File: config.mk
export PLATFORM = sky130hd
export DESIGN_NAME = dispatch_rename_flat
export DESIGN_NICKNAME = d
export VERILOG_FILES = /design/src/rtl/dispatch_rename_if.sv /design/src/rtl/dispatch_rename.sv /design/src/flat_wrapper.sv
export SDC_FILE = /design/constraint.sdc
export NUM_CORES = 2
export LEC_CHECK = 0
export CORE_ASPECT_RATIO = 0.75
export CORE_UTILIZATION = 60
export DETAILED_ROUTE_END_ITERATION = 16
export PLACE_DENSITY_LB_ADDON = 0.08
export SYNTH_ARGS = -nofsm -noshare
export SYNTH_HDL_FRONTEND = slang
export SYNTH_SLANG_ARGS = --single-unit
File: constraint.sdc
create_clock -name clk_in -period 5.8 [get_ports clk_in]
set_input_delay 0.58 -clock clk_in [delete_from_list [all_inputs] [get_ports clk_in]]
set_output_delay 0.58 -clock clk_in [all_outputs]
set_load 0.01 [all_outputs]
File: src/rtl/dispatch_rename_if.sv
// Dispatch/rename bus bundle: instruction queue head, ROB allocation and lookup,
// RS/LSB issue packet, CDB broadcasts and ROB commit.
interface dispatch_rename_if #(
  parameter int XLEN   = 32,
  parameter int TAG_W  = 4,
  parameter int TYPE_W = 6
);
  // instruction queue head
  logic              iq_en_in;
  logic [TYPE_W-1:0] iq_inst_type_in;
  logic [4:0]        iq_rd_in;
  logic [4:0]        iq_rs1_in;
  logic [4:0]        iq_rs2_in;
  logic [XLEN-1:0]   iq_imm_in;
  logic [XLEN-1:0]   iq_pc_in;
  logic              iq_pop_out;

  // downstream space
  logic              rob_rdy_in;
  logic              rs_rdy_in;
  logic              lsb_rdy_in;

  // ROB allocation and operand lookup
  logic [TAG_W-1:0]  rob_free_tag_in;
  logic [TAG_W-1:0]  rob_qj_tag_out;
  logic [TAG_W-1:0]  rob_qk_tag_out;
  logic              rob_qj_ready_in;
  logic              rob_qk_ready_in;
  logic [XLEN-1:0]   rob_qj_value_in;
  logic [XLEN-1:0]   rob_qk_value_in;
  logic              rob_en_out;
  logic [4:0]        rob_rd_out;
  logic [TYPE_W-1:0] rob_inst_type_out;
  logic [XLEN-1:0]   rob_pc_out;

  // issue packet
  logic              rs_en_out;
  logic              lsb_en_out;
  logic [XLEN-1:0]   vj_out;
  logic [XLEN-1:0]   vk_out;
  logic [TAG_W-1:0]  qj_out;
  logic [TAG_W-1:0]  qk_out;
  logic [XLEN-1:0]   A_out;
  logic [TAG_W-1:0]  dest_out;
  logic [TYPE_W-1:0] inst_type_out;
  logic [XLEN-1:0]   pc_out;

  // result broadcasts and commit
  logic              cdb_alu_en_in;
  logic [TAG_W-1:0]  cdb_alu_dest_in;
  logic [XLEN-1:0]   cdb_alu_value_in;
  logic              cdb_lbuffer_en_in;
  logic [TAG_W-1:0]  cdb_lbuffer_dest_in;
  logic [XLEN-1:0]   cdb_lbuffer_value_in;
  logic              rob_commit_en_in;
  logic [4:0]        rob_commit_rd_in;
  logic [TAG_W-1:0]  rob_commit_tag_in;
  logic [XLEN-1:0]   rob_commit_value_in;

  modport master (
    input  iq_en_in, iq_inst_type_in, iq_rd_in, iq_rs1_in, iq_rs2_in, iq_imm_in, iq_pc_in,
    output iq_pop_out,
    input  rob_rdy_in, rs_rdy_in, lsb_rdy_in,
    input  rob_free_tag_in, rob_qj_ready_in, rob_qk_ready_in, rob_qj_value_in, rob_qk_value_in,
    output rob_qj_tag_out, rob_qk_tag_out, rob_en_out, rob_rd_out, rob_inst_type_out, rob_pc_out,
    output rs_en_out, lsb_en_out, vj_out, vk_out, qj_out, qk_out, A_out, dest_out,
    output inst_type_out, pc_out,
    input  cdb_alu_en_in, cdb_alu_dest_in, cdb_alu_value_in,
    input  cdb_lbuffer_en_in, cdb_lbuffer_dest_in, cdb_lbuffer_value_in,
    input  rob_commit_en_in, rob_commit_rd_in, rob_commit_tag_in, rob_commit_value_in
  );

  modport slave (
    output iq_en_in, iq_inst_type_in, iq_rd_in, iq_rs1_in, iq_rs2_in, iq_imm_in, iq_pc_in,
    input  iq_pop_out,
    output rob_rdy_in, rs_rdy_in, lsb_rdy_in,
    output rob_free_tag_in, rob_qj_ready_in, rob_qk_ready_in, rob_qj_value_in, rob_qk_value_in,
    input  rob_qj_tag_out, rob_qk_tag_out, rob_en_out, rob_rd_out, rob_inst_type_out, rob_pc_out,
    input  rs_en_out, lsb_en_out, vj_out, vk_out, qj_out, qk_out, A_out, dest_out,
    input  inst_type_out, pc_out,
    output cdb_alu_en_in, cdb_alu_dest_in, cdb_alu_value_in,
    output cdb_lbuffer_en_in, cdb_lbuffer_dest_in, cdb_lbuffer_value_in,
    output rob_commit_en_in, rob_commit_rd_in, rob_commit_tag_in, rob_commit_value_in
  );
endinterface

File: src/rtl/dispatch_rename.sv
// Single-issue dispatch/rename stage: renames operands against a 32-entry value/tag file,
// resolves them through commit/CDB/ROB bypass and issues one registered packet to RS or LSB.

// Resolves one source operand; earlier bypass sources take priority.
module dr_operand #(
  parameter int XLEN  = 32,
  parameter int TAG_W = 4
) (
  input  logic [4:0]       idx,
  input  logic [XLEN-1:0]  rf_val,
  input  logic [TAG_W-1:0] rf_tag,
  input  logic             commit_en,
  input  logic [TAG_W-1:0] commit_tag,
  input  logic [XLEN-1:0]  commit_value,
  input  logic             alu_en,
  input  logic [TAG_W-1:0] alu_dest,
  input  logic [XLEN-1:0]  alu_value,
  input  logic             lb_en,
  input  logic [TAG_W-1:0] lb_dest,
  input  logic [XLEN-1:0]  lb_value,
  input  logic             rob_ready,
  input  logic [XLEN-1:0]  rob_value,
  output logic [XLEN-1:0]  v,
  output logic [TAG_W-1:0] q
);
  always_comb begin
    v = '0;
    q = '0;
    if (idx == 5'd0) begin
      v = '0;
    end else if (rf_tag == '0) begin
      v = rf_val;
    end else if (commit_en && commit_tag == rf_tag) begin
      v = commit_value;
    end else if (alu_en && alu_dest == rf_tag) begin
      v = alu_value;
    end else if (lb_en && lb_dest == rf_tag) begin
      v = lb_value;
    end else if (rob_ready) begin
      v = rob_value;
    end else begin
      q = rf_tag;
    end
  end
endmodule

module dispatch_rename #(
  parameter int XLEN   = 32,
  parameter int TAG_W  = 4,
  parameter int TYPE_W = 6
) (
  input  logic               clk_in,
  input  logic               rst_in,
  input  logic               rdy_in,
  input  logic               rob_flush_in,
  dispatch_rename_if.master  bus
);
  // Type codes: branches BEQ..BGEU = 5..10, loads LB..LHU = 11..15, stores SB..SW = 16..18.
  localparam logic [TYPE_W-1:0] T_BEQ  = TYPE_W'(5);
  localparam logic [TYPE_W-1:0] T_BGEU = TYPE_W'(10);
  localparam logic [TYPE_W-1:0] T_LB   = TYPE_W'(11);
  localparam logic [TYPE_W-1:0] T_SB   = TYPE_W'(16);
  localparam logic [TYPE_W-1:0] T_SW   = TYPE_W'(18);

  logic [31:0][XLEN-1:0]  val_q;
  logic [31:0][TAG_W-1:0] tag_q;

  logic              rob_en_q, rs_en_q, lsb_en_q;
  logic [4:0]        rob_rd_q;
  logic [XLEN-1:0]   vj_q, vk_q, a_q, pc_q;
  logic [TAG_W-1:0]  qj_q, qk_q, dest_q;
  logic [TYPE_W-1:0] type_q;

  logic [TYPE_W-1:0] ty;
  logic              is_mem, is_branch, is_store, writes_rd, go, rename;

  assign ty        = bus.iq_inst_type_in;
  assign is_mem    = (ty >= T_LB)  && (ty <= T_SW);
  assign is_branch = (ty >= T_BEQ) && (ty <= T_BGEU);
  assign is_store  = (ty >= T_SB)  && (ty <= T_SW);
  assign writes_rd = ~is_branch & ~is_store;

  assign go = rdy_in & ~rob_flush_in & ~rst_in & bus.iq_en_in & bus.rob_rdy_in &
              (is_mem ? bus.lsb_rdy_in : bus.rs_rdy_in);
  assign rename = go && writes_rd && (bus.iq_rd_in != 5'd0);

  assign bus.iq_pop_out     = go;
  assign bus.rob_qj_tag_out = tag_q[bus.iq_rs1_in];
  assign bus.rob_qk_tag_out = tag_q[bus.iq_rs2_in];

  // Operand 0 = rs1 (j), operand 1 = rs2 (k)
  logic [1:0][4:0]       src_idx;
  logic [1:0]            src_rob_rdy;
  logic [1:0][XLEN-1:0]  src_rob_val;
  logic [1:0][XLEN-1:0]  opnd_v;
  logic [1:0][TAG_W-1:0] opnd_q;

  assign src_idx     = {bus.iq_rs2_in, bus.iq_rs1_in};
  assign src_rob_rdy = {bus.rob_qk_ready_in, bus.rob_qj_ready_in};
  assign src_rob_val = {bus.rob_qk_value_in, bus.rob_qj_value_in};

  for (genvar i = 0; i < 2; i++) begin : g_opnd
    dr_operand #(.XLEN(XLEN), .TAG_W(TAG_W)) u_opnd (
      .idx          (src_idx[i]),
      .rf_val       (val_q[src_idx[i]]),
      .rf_tag       (tag_q[src_idx[i]]),
      .commit_en    (bus.rob_commit_en_in),
      .commit_tag   (bus.rob_commit_tag_in),
      .commit_value (bus.rob_commit_value_in),
      .alu_en       (bus.cdb_alu_en_in),
      .alu_dest     (bus.cdb_alu_dest_in),
      .alu_value    (bus.cdb_alu_value_in),
      .lb_en        (bus.cdb_lbuffer_en_in),
      .lb_dest      (bus.cdb_lbuffer_dest_in),
      .lb_value     (bus.cdb_lbuffer_value_in),
      .rob_ready    (src_rob_rdy[i]),
      .rob_value    (src_rob_val[i]),
      .v            (opnd_v[i]),
      .q            (opnd_q[i])
    );
  end

  always_ff @(posedge clk_in) begin
    if (rst_in) begin
      val_q    <= '0;
      tag_q    <= '0;
      rob_en_q <= 1'b0;
      rs_en_q  <= 1'b0;
      lsb_en_q <= 1'b0;
      rob_rd_q <= '0;
      vj_q     <= '0;
      vk_q     <= '0;
      qj_q     <= '0;
      qk_q     <= '0;
      a_q      <= '0;
      dest_q   <= '0;
      type_q   <= '0;
      pc_q     <= '0;
    end else begin
      rob_en_q <= 1'b0;
      rs_en_q  <= 1'b0;
      lsb_en_q <= 1'b0;
      if (rdy_in) begin
        if (rob_flush_in) begin
          tag_q <= '0;
        end else begin
          if (bus.rob_commit_en_in && bus.rob_commit_rd_in != 5'd0) begin
            val_q[bus.rob_commit_rd_in] <= bus.rob_commit_value_in;
            if (tag_q[bus.rob_commit_rd_in] == bus.rob_commit_tag_in)
              tag_q[bus.rob_commit_rd_in] <= '0;
          end
          if (go) begin
            rob_en_q <= 1'b1;
            rs_en_q  <= ~is_mem;
            lsb_en_q <= is_mem;
            rob_rd_q <= writes_rd ? bus.iq_rd_in : 5'd0;
            vj_q     <= opnd_v[0];
            qj_q     <= opnd_q[0];
            vk_q     <= opnd_v[1];
            qk_q     <= opnd_q[1];
            a_q      <= bus.iq_imm_in;
            dest_q   <= bus.rob_free_tag_in;
            type_q   <= ty;
            pc_q     <= bus.iq_pc_in;
          end
          // Placed after the commit clear so a same-cycle rename of rd wins.
          if (rename)
            tag_q[bus.iq_rd_in] <= bus.rob_free_tag_in;
        end
      end
    end
  end

  assign bus.rob_en_out        = rob_en_q;
  assign bus.rob_rd_out        = rob_rd_q;
  assign bus.rob_inst_type_out = type_q;
  assign bus.rob_pc_out        = pc_q;
  assign bus.rs_en_out         = rs_en_q;
  assign bus.lsb_en_out        = lsb_en_q;
  assign bus.vj_out            = vj_q;
  assign bus.vk_out            = vk_q;
  assign bus.qj_out            = qj_q;
  assign bus.qk_out            = qk_q;
  assign bus.A_out             = a_q;
  assign bus.dest_out          = dest_q;
  assign bus.inst_type_out     = type_q;
  assign bus.pc_out            = pc_q;
endmodule

File: src/flat_wrapper.sv
// flat-port wrapper written by rule: the top's interface ports become plain ports
module dispatch_rename_flat 
#(
  parameter int XLEN   = 32,
  parameter int TAG_W  = 4,
  parameter int TYPE_W = 6
)
  (clk_in, rst_in, rdy_in, rob_flush_in, bus_iq_en_in, bus_iq_inst_type_in, bus_iq_rd_in, bus_iq_rs1_in, bus_iq_rs2_in, bus_iq_imm_in, bus_iq_pc_in, bus_iq_pop_out, bus_rob_rdy_in, bus_rs_rdy_in, bus_lsb_rdy_in, bus_rob_free_tag_in, bus_rob_qj_ready_in, bus_rob_qk_ready_in, bus_rob_qj_value_in, bus_rob_qk_value_in, bus_rob_qj_tag_out, bus_rob_qk_tag_out, bus_rob_en_out, bus_rob_rd_out, bus_rob_inst_type_out, bus_rob_pc_out, bus_rs_en_out, bus_lsb_en_out, bus_vj_out, bus_vk_out, bus_qj_out, bus_qk_out, bus_A_out, bus_dest_out, bus_inst_type_out, bus_pc_out, bus_cdb_alu_en_in, bus_cdb_alu_dest_in, bus_cdb_alu_value_in, bus_cdb_lbuffer_en_in, bus_cdb_lbuffer_dest_in, bus_cdb_lbuffer_value_in, bus_rob_commit_en_in, bus_rob_commit_rd_in, bus_rob_commit_tag_in, bus_rob_commit_value_in);
  dispatch_rename_if #(.XLEN(XLEN), .TAG_W(TAG_W), .TYPE_W(TYPE_W)) bus_i ();
  input  logic clk_in;
  input  logic rst_in;
  input  logic rdy_in;
  input  logic rob_flush_in;
  input wire logic [$bits(bus_i.iq_en_in)-1:0] bus_iq_en_in;
  input wire logic [$bits(bus_i.iq_inst_type_in)-1:0] bus_iq_inst_type_in;
  input wire logic [$bits(bus_i.iq_rd_in)-1:0] bus_iq_rd_in;
  input wire logic [$bits(bus_i.iq_rs1_in)-1:0] bus_iq_rs1_in;
  input wire logic [$bits(bus_i.iq_rs2_in)-1:0] bus_iq_rs2_in;
  input wire logic [$bits(bus_i.iq_imm_in)-1:0] bus_iq_imm_in;
  input wire logic [$bits(bus_i.iq_pc_in)-1:0] bus_iq_pc_in;
  output wire logic [$bits(bus_i.iq_pop_out)-1:0] bus_iq_pop_out;
  input wire logic [$bits(bus_i.rob_rdy_in)-1:0] bus_rob_rdy_in;
  input wire logic [$bits(bus_i.rs_rdy_in)-1:0] bus_rs_rdy_in;
  input wire logic [$bits(bus_i.lsb_rdy_in)-1:0] bus_lsb_rdy_in;
  input wire logic [$bits(bus_i.rob_free_tag_in)-1:0] bus_rob_free_tag_in;
  input wire logic [$bits(bus_i.rob_qj_ready_in)-1:0] bus_rob_qj_ready_in;
  input wire logic [$bits(bus_i.rob_qk_ready_in)-1:0] bus_rob_qk_ready_in;
  input wire logic [$bits(bus_i.rob_qj_value_in)-1:0] bus_rob_qj_value_in;
  input wire logic [$bits(bus_i.rob_qk_value_in)-1:0] bus_rob_qk_value_in;
  output wire logic [$bits(bus_i.rob_qj_tag_out)-1:0] bus_rob_qj_tag_out;
  output wire logic [$bits(bus_i.rob_qk_tag_out)-1:0] bus_rob_qk_tag_out;
  output wire logic [$bits(bus_i.rob_en_out)-1:0] bus_rob_en_out;
  output wire logic [$bits(bus_i.rob_rd_out)-1:0] bus_rob_rd_out;
  output wire logic [$bits(bus_i.rob_inst_type_out)-1:0] bus_rob_inst_type_out;
  output wire logic [$bits(bus_i.rob_pc_out)-1:0] bus_rob_pc_out;
  output wire logic [$bits(bus_i.rs_en_out)-1:0] bus_rs_en_out;
  output wire logic [$bits(bus_i.lsb_en_out)-1:0] bus_lsb_en_out;
  output wire logic [$bits(bus_i.vj_out)-1:0] bus_vj_out;
  output wire logic [$bits(bus_i.vk_out)-1:0] bus_vk_out;
  output wire logic [$bits(bus_i.qj_out)-1:0] bus_qj_out;
  output wire logic [$bits(bus_i.qk_out)-1:0] bus_qk_out;
  output wire logic [$bits(bus_i.A_out)-1:0] bus_A_out;
  output wire logic [$bits(bus_i.dest_out)-1:0] bus_dest_out;
  output wire logic [$bits(bus_i.inst_type_out)-1:0] bus_inst_type_out;
  output wire logic [$bits(bus_i.pc_out)-1:0] bus_pc_out;
  input wire logic [$bits(bus_i.cdb_alu_en_in)-1:0] bus_cdb_alu_en_in;
  input wire logic [$bits(bus_i.cdb_alu_dest_in)-1:0] bus_cdb_alu_dest_in;
  input wire logic [$bits(bus_i.cdb_alu_value_in)-1:0] bus_cdb_alu_value_in;
  input wire logic [$bits(bus_i.cdb_lbuffer_en_in)-1:0] bus_cdb_lbuffer_en_in;
  input wire logic [$bits(bus_i.cdb_lbuffer_dest_in)-1:0] bus_cdb_lbuffer_dest_in;
  input wire logic [$bits(bus_i.cdb_lbuffer_value_in)-1:0] bus_cdb_lbuffer_value_in;
  input wire logic [$bits(bus_i.rob_commit_en_in)-1:0] bus_rob_commit_en_in;
  input wire logic [$bits(bus_i.rob_commit_rd_in)-1:0] bus_rob_commit_rd_in;
  input wire logic [$bits(bus_i.rob_commit_tag_in)-1:0] bus_rob_commit_tag_in;
  input wire logic [$bits(bus_i.rob_commit_value_in)-1:0] bus_rob_commit_value_in;
  assign bus_i.iq_en_in = bus_iq_en_in;
  assign bus_i.iq_inst_type_in = bus_iq_inst_type_in;
  assign bus_i.iq_rd_in = bus_iq_rd_in;
  assign bus_i.iq_rs1_in = bus_iq_rs1_in;
  assign bus_i.iq_rs2_in = bus_iq_rs2_in;
  assign bus_i.iq_imm_in = bus_iq_imm_in;
  assign bus_i.iq_pc_in = bus_iq_pc_in;
  assign bus_iq_pop_out = bus_i.iq_pop_out;
  assign bus_i.rob_rdy_in = bus_rob_rdy_in;
  assign bus_i.rs_rdy_in = bus_rs_rdy_in;
  assign bus_i.lsb_rdy_in = bus_lsb_rdy_in;
  assign bus_i.rob_free_tag_in = bus_rob_free_tag_in;
  assign bus_i.rob_qj_ready_in = bus_rob_qj_ready_in;
  assign bus_i.rob_qk_ready_in = bus_rob_qk_ready_in;
  assign bus_i.rob_qj_value_in = bus_rob_qj_value_in;
  assign bus_i.rob_qk_value_in = bus_rob_qk_value_in;
  assign bus_rob_qj_tag_out = bus_i.rob_qj_tag_out;
  assign bus_rob_qk_tag_out = bus_i.rob_qk_tag_out;
  assign bus_rob_en_out = bus_i.rob_en_out;
  assign bus_rob_rd_out = bus_i.rob_rd_out;
  assign bus_rob_inst_type_out = bus_i.rob_inst_type_out;
  assign bus_rob_pc_out = bus_i.rob_pc_out;
  assign bus_rs_en_out = bus_i.rs_en_out;
  assign bus_lsb_en_out = bus_i.lsb_en_out;
  assign bus_vj_out = bus_i.vj_out;
  assign bus_vk_out = bus_i.vk_out;
  assign bus_qj_out = bus_i.qj_out;
  assign bus_qk_out = bus_i.qk_out;
  assign bus_A_out = bus_i.A_out;
  assign bus_dest_out = bus_i.dest_out;
  assign bus_inst_type_out = bus_i.inst_type_out;
  assign bus_pc_out = bus_i.pc_out;
  assign bus_i.cdb_alu_en_in = bus_cdb_alu_en_in;
  assign bus_i.cdb_alu_dest_in = bus_cdb_alu_dest_in;
  assign bus_i.cdb_alu_value_in = bus_cdb_alu_value_in;
  assign bus_i.cdb_lbuffer_en_in = bus_cdb_lbuffer_en_in;
  assign bus_i.cdb_lbuffer_dest_in = bus_cdb_lbuffer_dest_in;
  assign bus_i.cdb_lbuffer_value_in = bus_cdb_lbuffer_value_in;
  assign bus_i.rob_commit_en_in = bus_rob_commit_en_in;
  assign bus_i.rob_commit_rd_in = bus_rob_commit_rd_in;
  assign bus_i.rob_commit_tag_in = bus_rob_commit_tag_in;
  assign bus_i.rob_commit_value_in = bus_rob_commit_value_in;
  dispatch_rename #(.XLEN(XLEN), .TAG_W(TAG_W), .TYPE_W(TYPE_W)) u_core (.clk_in(clk_in), .rst_in(rst_in), .rdy_in(rdy_in), .rob_flush_in(rob_flush_in), .bus(bus_i));
endmodule
==> impl_metrics.json <==
{
  "wire_per_inst_microns": 32.3,
  "die_area_sq_mm": 0.115,
  "synth.net_count": 7740,
  "path_cells": "buf_6 -> mux4_2 -> nor2b_1 -> a211oi_1 -> buf_4 -> nor4_4 -> buf_4 -> buf_4 -> clkdlybuf4s50_1",
  "hp-class": "in -> reg",
  "period_minus_slack_ps": 4590,
  "synth-seq-cells": 1306,
  "cts_hold_buf": 0,
  "end_kind": "primary output",
  "whs_ps": 328,
  "path_buf_inv": 5,
  "rsz0062_at_grt": "false",
  "worstSkewPairLatency_ps": 790,
  "start_util": 0.609,
  "fmax_mhz": 218,
  "relSlewSlack": 0.117,
  "synth_top_area_share": 0.383,
  "yosysWarnings": 0,
  "startpoint_type": "input pin",
  "r2r-start": "u_core.tag_q[90]",
  "worst_pin_slew_ps": 1320,
  "route.detailed.drc": 0,
  "r2r_setup_slack_ps": 1880,
  "die_h_microns": 294,
  "synth_area_leaders": "dfxtp_1, mux4_2, nand2_1",
  "synth_edf_count": 0,
  "slowest_stage": "clkdlybuf4s50_1",
  "hold_start": "rst_in",
  "cts_buffers": 133,
  "postCtsSetupRepairBufs": 0,
  "min_period_over_period": 0.791,
  "static-leakage-power_nw": 25.2,
  "grt.overflow.total": 0,
  "finalSetupViolations": 0,
  "worst-path-stages": 9,
  "synth_ff_type": "dfxtp_1",
  "rows": 106,
  "grt_antenna_before_repair": 19,
  "setup_tns_ps": 0,
  "vias": 65800,
  "status": "finished, final reports clean",
  "path_max_fanout": 66,
  "final_util": 0.694,
  "cp_top_family": "buffers and inverters",
  "vias_per_cell": 7.26,
  "synth_cells": 7461,
  "clock_path_buffers": 3,
  "power_density_mw_per_mm2": 254,
  "worstPathRequired_ps": 5220,
  "cts_resized": 0,
  "maxSlewViolCount": 0,
  "ant_nets": 0,
  "ir_worst_vdd_mv": 0.340,
  "hold_depth": 2,
  "cts.sinks": 1306,
  "core_sq_mm": 0.112,
  "ys_async_sr_fraction": 0,
  "grt_pass1_vias": 60700,
  "reg2reg_to": "u_core.bus.qk_out[3]",
  "hpwl_mm": 170,
  "drt_iter0_markers": 12600,
  "cts-root-buf": "clkbuf_16",
  "nNetsFinal": 7721,
  "grt_max_degree": 230,
  "io_pins": 480,
  "ys_types": 78,
  "io_buffers": 479,
  "wl_mm": 293,
  "cap_violations": 0,
  "crit_type": "in -> out",
  "grt_pass1_wl_mm": 418,
  "synth_area_sq_mm": 0.0684,
  "first_pass_iters": 10,
  "holdPathEnd": "u_core.bus.rob_rd_out[4]",
  "cts_tree": "yes",
  "drive_above_1_share": 0.169,
  "cts.clk_slew.worst_paths_ps": 60,
  "critPathMaxStageDelay_ps": 770,
  "hold_violations": 0,
  "cts_max_level": 4,
  "die_w_microns": 392,
  "cpMostUsedCell": "buf_4",
  "yosysSeqAreaShare": 0.383,
  "r2r_cells": 12,
  "place.gp.congestion": 1.03,
  "synth.avg_cell_area_sq_um": 9.16,
  "syn2layout_area_growth_pct": 14.0,
  "yosys.area.top_type": "dfxtp_1",
  "clock_skew_ps": 39.7,
  "crit_arrival_ps": 4010,
  "groute.usage.overall": 0.498
}
## cells by family (layout without fill, tap and decap cells)
family / after synthesis / after routing / share of synthesized area
muxes: 802 / 802 / 0.249
xor gates and xnor gates: 22 / 22 / 0.00282
other: 0 / 12 / 0
DFF: 1306 / 1306 / 0.383
buffers and inverters: 906 / 989 / 0.0570
AOI/OAI and AO/OA: 1740 / 1740 / 0.151
and+or+nand+nor: 2685 / 2685 / 0.158
## power breakdown
part | switching [mW] | internal [mW]
Combinational | 1.19 | 0.580
Sequential | 0.0184 | 8.99
Clock | 3.84 | 5.14
## metrics by stage
stage	worst slack [ps]	std cells	area [sq um]	total power, mW
detailed placement	1110	8819	73400	10.9
global route	1210	9062	77900	20.1
floorplan	2410	7461	68400	10.2
global placement	1190	8819	73400	10.9
finish	1210	9068	77900	19.8
CTS	1340	9056	77900	19.6
## cells in the final DEF, fill, tap and decap left out, drive strengths merged, types with 10 or more instances in the layout
cell           count
or3               10
xor2              11
o22ai             68
o221ai            36
a22oi             85
mux4             713
a221oi            33
o2bb2ai           32
nor2b             58
a21oi           1081
a31oi             73
a211oi            40
o31ai            100
and2              12
nand3             24
a22o              45
nor3b             38
nand4             18
mux2              39
clkinv            28
nand2b            11
a21o              33
nor3              19
dfxtp           1306
inv               90
mux2i             50
buf              200
clkbuf           191
nor2              90
xnor2             11
diode             12
o21ai             77
nand2           2356
and3              12
clkdlybuf4s50    465
## worst max path at each step
stage / end / slack [ps] / startpoint
2_1_floorplan: u_core.bus.vk_out[12] / 2410 / bus_iq_rs2_in[1]
3_3_place_gp: u_core.bus.qk_out[3] / 1190 / bus_iq_rs2_in[2]
3_5_place_dp: u_core.bus.vk_out[19] / 1110 / bus_iq_rs2_in[2]
4_1_cts: bus_rob_qk_tag_out[2] / 1340 / bus_iq_rs2_in[2]
5_1_grt: bus_rob_qk_tag_out[2] / 1210 / bus_iq_rs2_in[2]
6_report: bus_rob_qk_tag_out[2] / 1210 / bus_iq_rs2_in[2]
## layout make-up
class	count	area, sq um
multi-input cells	5249	38700
fillers	8687	34300
flip-flops and latches	1306	26100
repair buffers	665	6330
clock buffers	191	3950
well taps	1512	1890
clock inverters	46	497
inverters	87	327
diodes	12	30.0
## Yosys cell counts, types with 15 or more instances
cell type and instances:
nand3_1 24, buf_6 15, o31ai_1 100, nor2b_1 58, inv_1 83, nor3_1 19
o22ai_1 67, mux2_2 38, nand4_1 17, clkbuf_2 30, buf_1 27, nor3b_1 34
mux4_2 713, dfxtp_1 1306, a31oi_1 72, a221oi_1 29, buf_2 111, o2bb2ai_1 32
buf_4 55, mux2i_1 50, a21o_1 32, nand2_1 2355, o221ai_1 36, o21ai_0 76
a22o_1 45, a211oi_1 36, nor2_1 89, a21oi_1 1079, a22oi_1 85, clkbuf_1 581
## registers in the layout (all words and copies together) (netlist names)
name,cells
u_core.val_q,1024
u_core.tag_q,128
u_core.bus.lsb_en_out,1
u_core.bus.pc_out,32
u_core.bus.rob_rd_out,5
u_core.bus.qj_out,4
u_core.bus.inst_type_out,6
u_core.bus.dest_out,4
u_core.bus.qk_out,4
u_core.bus.rs_en_out,1
u_core.bus.A_out,32
u_core.bus.vk_out,32
u_core.bus.rob_en_out,1
u_core.bus.vj_out,32
## routing by layer
layer / track usage / wire [microns] / vias up
li1: - / - / 26600
met1: 0.642 / 99600 / 31300
met3: 0.229 / 54300 / 1532
met2: 0.678 / 118000 / 6373
met5: 0.0114 / 255 / -
met4: 0.304 / 21100 / 16
No activity file was read; power rests on OpenSTA's default activity.
